File: src/rtl/mips_regfile.sv
// mips_regfile: 32 x 32-bit MIPS register file, two async read ports, one sync write port, $0 hardwired to zero
// Ports: clk (rising edge), rst_n (async active-low clear of all registers),
//        we/wa/wd (write-back write port, wa from the RegDst mux),
//        ra1/rd1 (rs read), ra2/rd2 (rt read), both combinational.
// Optional macro REGFILE_BYPASS_EN: same-cycle write-through forwarding to both read ports.
module mips_regfile #(
    parameter int DATA_W = 32,
    parameter int ADDR_W = 5,
    parameter int NREGS  = 32
) (
    input  logic              clk,
    input  logic              rst_n,
    input  logic              we,
    input  logic [ADDR_W-1:0] wa,
    input  logic [DATA_W-1:0] wd,
    input  logic [ADDR_W-1:0] ra1,
    input  logic [ADDR_W-1:0] ra2,
    output logic [DATA_W-1:0] rd1,
    output logic [DATA_W-1:0] rd2
);
    logic [DATA_W-1:0] regs [NREGS];
    logic              wr_en;
    logic              byp1;
    logic              byp2;

    assign wr_en = we && (wa != '0);

    // Flops rather than RAM so the whole array clears asynchronously; entry 0 is never written.
    always_ff @(posedge clk or negedge rst_n) begin
        if (!rst_n) begin
            for (int i = 0; i < NREGS; i++) regs[i] <= '0;
        end else if (wr_en) begin
            regs[wa] <= wd;
        end
    end

`ifdef REGFILE_BYPASS_EN
    assign byp1 = rst_n && wr_en && (ra1 == wa);
    assign byp2 = rst_n && wr_en && (ra2 == wa);
`else
    assign byp1 = 1'b0;
    assign byp2 = 1'b0;
`endif

    always_comb begin
        rd1 = (ra1 == '0) ? '0 : byp1 ? wd : regs[ra1];
        rd2 = (ra2 == '0) ? '0 : byp2 ? wd : regs[ra2];
    end
endmodule
File: config.mk
export PLATFORM = sky130hd
export DESIGN_NAME = mips_regfile
export DESIGN_NICKNAME = d
export VERILOG_FILES = /design/src/rtl/mips_regfile.sv
export SDC_FILE = /design/constraint.sdc
export NUM_CORES = 2
export LEC_CHECK = 0
export ABC_AREA = 0
export ABC_CLOCK_PERIOD_IN_PS = 2200
export CAP_MARGIN = 20
export CORE_MARGIN = 2
export CORE_UTILIZATION = 57
export DETAILED_ROUTE_END_ITERATION = 12
export MAX_ROUTING_LAYER = met4
export PLACE_DENSITY = 0.87
export SLEW_MARGIN = 30
export SYNTH_ARGS = -nofsm -noshare
export SYNTH_HDL_FRONTEND = slang
export SYNTH_SLANG_ARGS = --single-unit
File: constraint.sdc
create_clock -name clk -period 2.2 [get_ports clk]
set_input_delay 0.33 -clock clk [delete_from_list [all_inputs] [get_ports clk]]
set_output_delay 0.33 -clock clk [all_outputs]
set_load 0.01 [all_outputs]
==> impl_metrics.tcl <==
set metrics [dict create \
    dpl.hpwl_um 118000 \
    clkSlewWorstSetupHoldPaths_ns 0.07 \
    fp.dieH_um 312 \
    grt_antenna_before_repair 27 \
    synthToLayoutAreaGrowth_pct 29.2 \
    cts_htree_levels 3 \
    drv_slew 0 \
    finalSetupViolations 96 \
    fin_ws_ns -1.24 \
    fmax_mhz 290 \
    initial_standard_cell_utilization_of_the_core 0.577 \
    grt_start_max_net_pins 122 \
    synth-seq-area-share 0.474 \
    floorplan.die_area_um2 97300 \
    clock_power_frac 0.303 \
    placedCellCount 5348 \
    p_per_area_nw_per_um2 908 \
    layout_min_cycle_time_ns 3.44 \
    routed_length_per_instance_um 43.5 \
    top_regs "regs (1024)" \
    yosysMostFrequentCell "sky130_fd_sc_hd__dfrtp_1" \
    critical_path_peak_fanout 3 \
    synth-edff-count 0 \
    worst_setup_path_end_kind "output port" \
    outcome "finished, violations left" \
    drt_pass1_iterations 9 \
    via_count 46246 \
    synthesis.area_um2 54000 \
    required_ns 1.87 \
    die-width_um 312 \
    drive_above_1_share 0.664 \
    overflow 0 \
    power_frac_seq 0.413 \
    synthesis.yosys.warnings 0 \
    p_int_mw 42.9 \
    cts_max_path_buffers 3 \
    ctsRootBufferMaster "sky130_fd_sc_hd__clkbuf_16" \
    final_net_count 4320 \
    max_flop_register "regs" \
    grt_pass1_vias 47374 \
    setup_tns_ns -51.86 \
    critical_path_arrival_ns 3.11 \
    criticalPathCategory "register to output port" \
    port_buffer_count 113 \
    synthesis.instances 3539 \
    timing.slew.headroom 0.369 \
    synth-seq-cells 1024 \
    wire_length_of_the_first_global_routing_pass_um 330000 \
    row_count 112 \
    fin_hold_ws_ns 0.0718 \
    ys_dominant_reg_cell "sky130_fd_sc_hd__dfrtp_1" \
    netlist.top_cell.by_area "sky130_fd_sc_hd__dfrtp_1" \
    top_level_ports 114 \
    synthDominantCellAreaShare 0.474 \
    maxCapViolCount 0 \
    largest_register_ffs 1024 \
    placed_cell_area_um2 63600 \
    max_ir_drop_vdd_v 0.000728 \
    final_standard_cell_area_without_fillers_um2 69800 \
    skew_ns 0 \
    power.leakage_nw 30.9 \
    final_cell_count_no_fill 5640 \
    hold_path_class "primary input to async pin" \
    pwr-share-comb 0.284 \
    grt_use_total 0.484 \
    start_kind "register" \
    switching_share 0.323 \
    numCtsBuffers 106 \
    vias_per_cell 8.20 \
    async_reset_ff_frac 1.00 \
    setup_repair_after_global_routing_missed_its_margin "true" \
    tritoncts "yes" \
    fin_crit_sh 1.57 \
    syn-mean-instance-area_um2 15.3 \
    postRouteAntennaNets 0 \
    final_number_of_hold_violating_endpoints 0 \
    totalWireLength_um 245000 \
    failing_checks "negative setup slack" \
    post_synth_most_frequent_cells "sky130_fd_sc_hd__dfrtp_1, sky130_fd_sc_hd__mux2_2, sky130_fd_sc_hd__mux4_2" \
    gp_congestion 0.943 \
    drtIter0Drc 8099 \
    cts.sinks 1024 \
    drc 0 \
    core-area_um2 93600 \
    power.net_switching_mw 20.5 \
    clk-insertion-delay-late_ns 0.73 \
    synth_nets 3589 \
    max_slew.worst_pin.slew_ns 0.947 \
    finalCoreUtilization 0.746 \
    post_synth_num_cell_types 42 \
    synth.top_cells.by_area "sky130_fd_sc_hd__dfrtp_1, sky130_fd_sc_hd__mux2_2, sky130_fd_sc_hd__mux4_2, sky130_fd_sc_hd__mux2i_1, sky130_fd_sc_hd__clkbuf_1" \
]
## power by group through the flow
stage | Combinational [mW] | Clock [mW] | Sequential, mW
final | 18.0 | 19.2 | 26.2
after global routing | 18.3 | 19.7 | 26.1
after CTS | 15.9 | 18.6 | 25.1
after detailed placement | 14.3 | 0 | 25.2
after global placement | 13.7 | 0 | 24.8
after floorplan | 8.55 | 0 | 24.3
## path summary, 6_finish.rpt
| check | start | to | slack (ns) | cells after the start |
|---|---|---|---|---|
| setup / recovery | regs[992] | rd1[0] | -1.24 | 5 |
| max in group asynchronous | rst_n | regs[202] | 1.07 | 3 |
| hold / removal | rst_n | regs[990] | 0.07 | 2 |
| hold reg to reg | regs[996] | regs[996] | 0.42 | 0 |
| setup reg to reg | regs[768] | regs[768] | 1.07 | 2 |
| min in group clk | regs[996] | regs[996] | 0.42 | 0 |
## area by class of cell
class / count / area [um2]
clock buffers: 150 / 2980
diodes: 35 / 87.6
repair buffers: 1044 / 10100
well taps: 1254 / 1570
inverters: 3 / 11.3
fillers: 4707 / 23800
multi-input cells: 2091 / 28900
flip-flops and latches: 1024 / 25600
clock inverters: 39 / 528
## layout by cell type (no fill, tap or decap), types with 17 or more instances in the layout
cell type                         netlist  routed
sky130_fd_sc_hd__buf_4                 24     728
sky130_fd_sc_hd__a2111oi_4              0      55
sky130_fd_sc_hd__nor3_2                 0      36
sky130_fd_sc_hd__buf_12                 0     154
sky130_fd_sc_hd__clkbuf_1             224      29
sky130_fd_sc_hd__mux4_2               459     459
sky130_fd_sc_hd__clkbuf_16              0     107
sky130_fd_sc_hd__o22ai_1              102      62
sky130_fd_sc_hd__nor2b_1               29      19
sky130_fd_sc_hd__buf_6                 19      63
sky130_fd_sc_hd__diode_2                0      35
sky130_fd_sc_hd__o22ai_2                0      30
sky130_fd_sc_hd__buf_2                 89      48
sky130_fd_sc_hd__mux2_1                21      21
sky130_fd_sc_hd__mux2i_1              165     155
sky130_fd_sc_hd__mux2_2              1000     995
sky130_fd_sc_hd__clkinv_2               0      19
sky130_fd_sc_hd__a22oi_1               18      17
sky130_fd_sc_hd__clkdlybuf4s50_1        0      39
sky130_fd_sc_hd__dfrtp_1             1024    1018
sky130_fd_sc_hd__a22o_1                54      45
## critical path, stage by stage (launching register included)
cell	delay, ns
sky130_fd_sc_hd__dfrtp_1	0.73
sky130_fd_sc_hd__mux4_2	0.58
sky130_fd_sc_hd__mux2_4	0.37
sky130_fd_sc_hd__o22ai_4	0.13
sky130_fd_sc_hd__nor3_4	0.36
sky130_fd_sc_hd__buf_6	0.17
## kinds of logic (layout without fill, tap and decap cells)
logic type	after synthesis	after routing	synth area share
simple gates	171	171	0.0166
compound gates	275	275	0.0385
flops	1024	1024	0.474
mux	1645	1645	0.435
other cells	0	35	0
buf+inv	424	1236	0.0359
## per-stage QoR
step / total power, mW / setup slack (ns)
floorplan: 32.9 / -0.0694
global placement: 38.5 / -1.35
detailed placement: 39.5 / -1.32
CTS: 59.6 / -0.754
global route: 64.0 / -1.18
finish: 63.4 / -1.24
## per-layer routing
metal	vias to the layer above	GRT usage	routed length, um
met2	5873	0.659	99300
met4	0	0.413	31900
met5	-	-	0
li1	15295	-	-
met1	22304	0.520	69700
met3	2774	0.247	44500
## what timing repair did
| item | CTS | global route |
|---|---|---|
| pin swaps | 169 | 52 |
| resized for setup | 596 | 74 |
| endpoints found under the hold margin | 280 | 0 |
| setup buffers | 86 | 27 |
| endpoints found under the setup margin | 64 | 64 |
| hold buffers | 1 | 0 |
| cloned | 0 | 0 |
No activity file was read; power rests on OpenSTA's default activity.
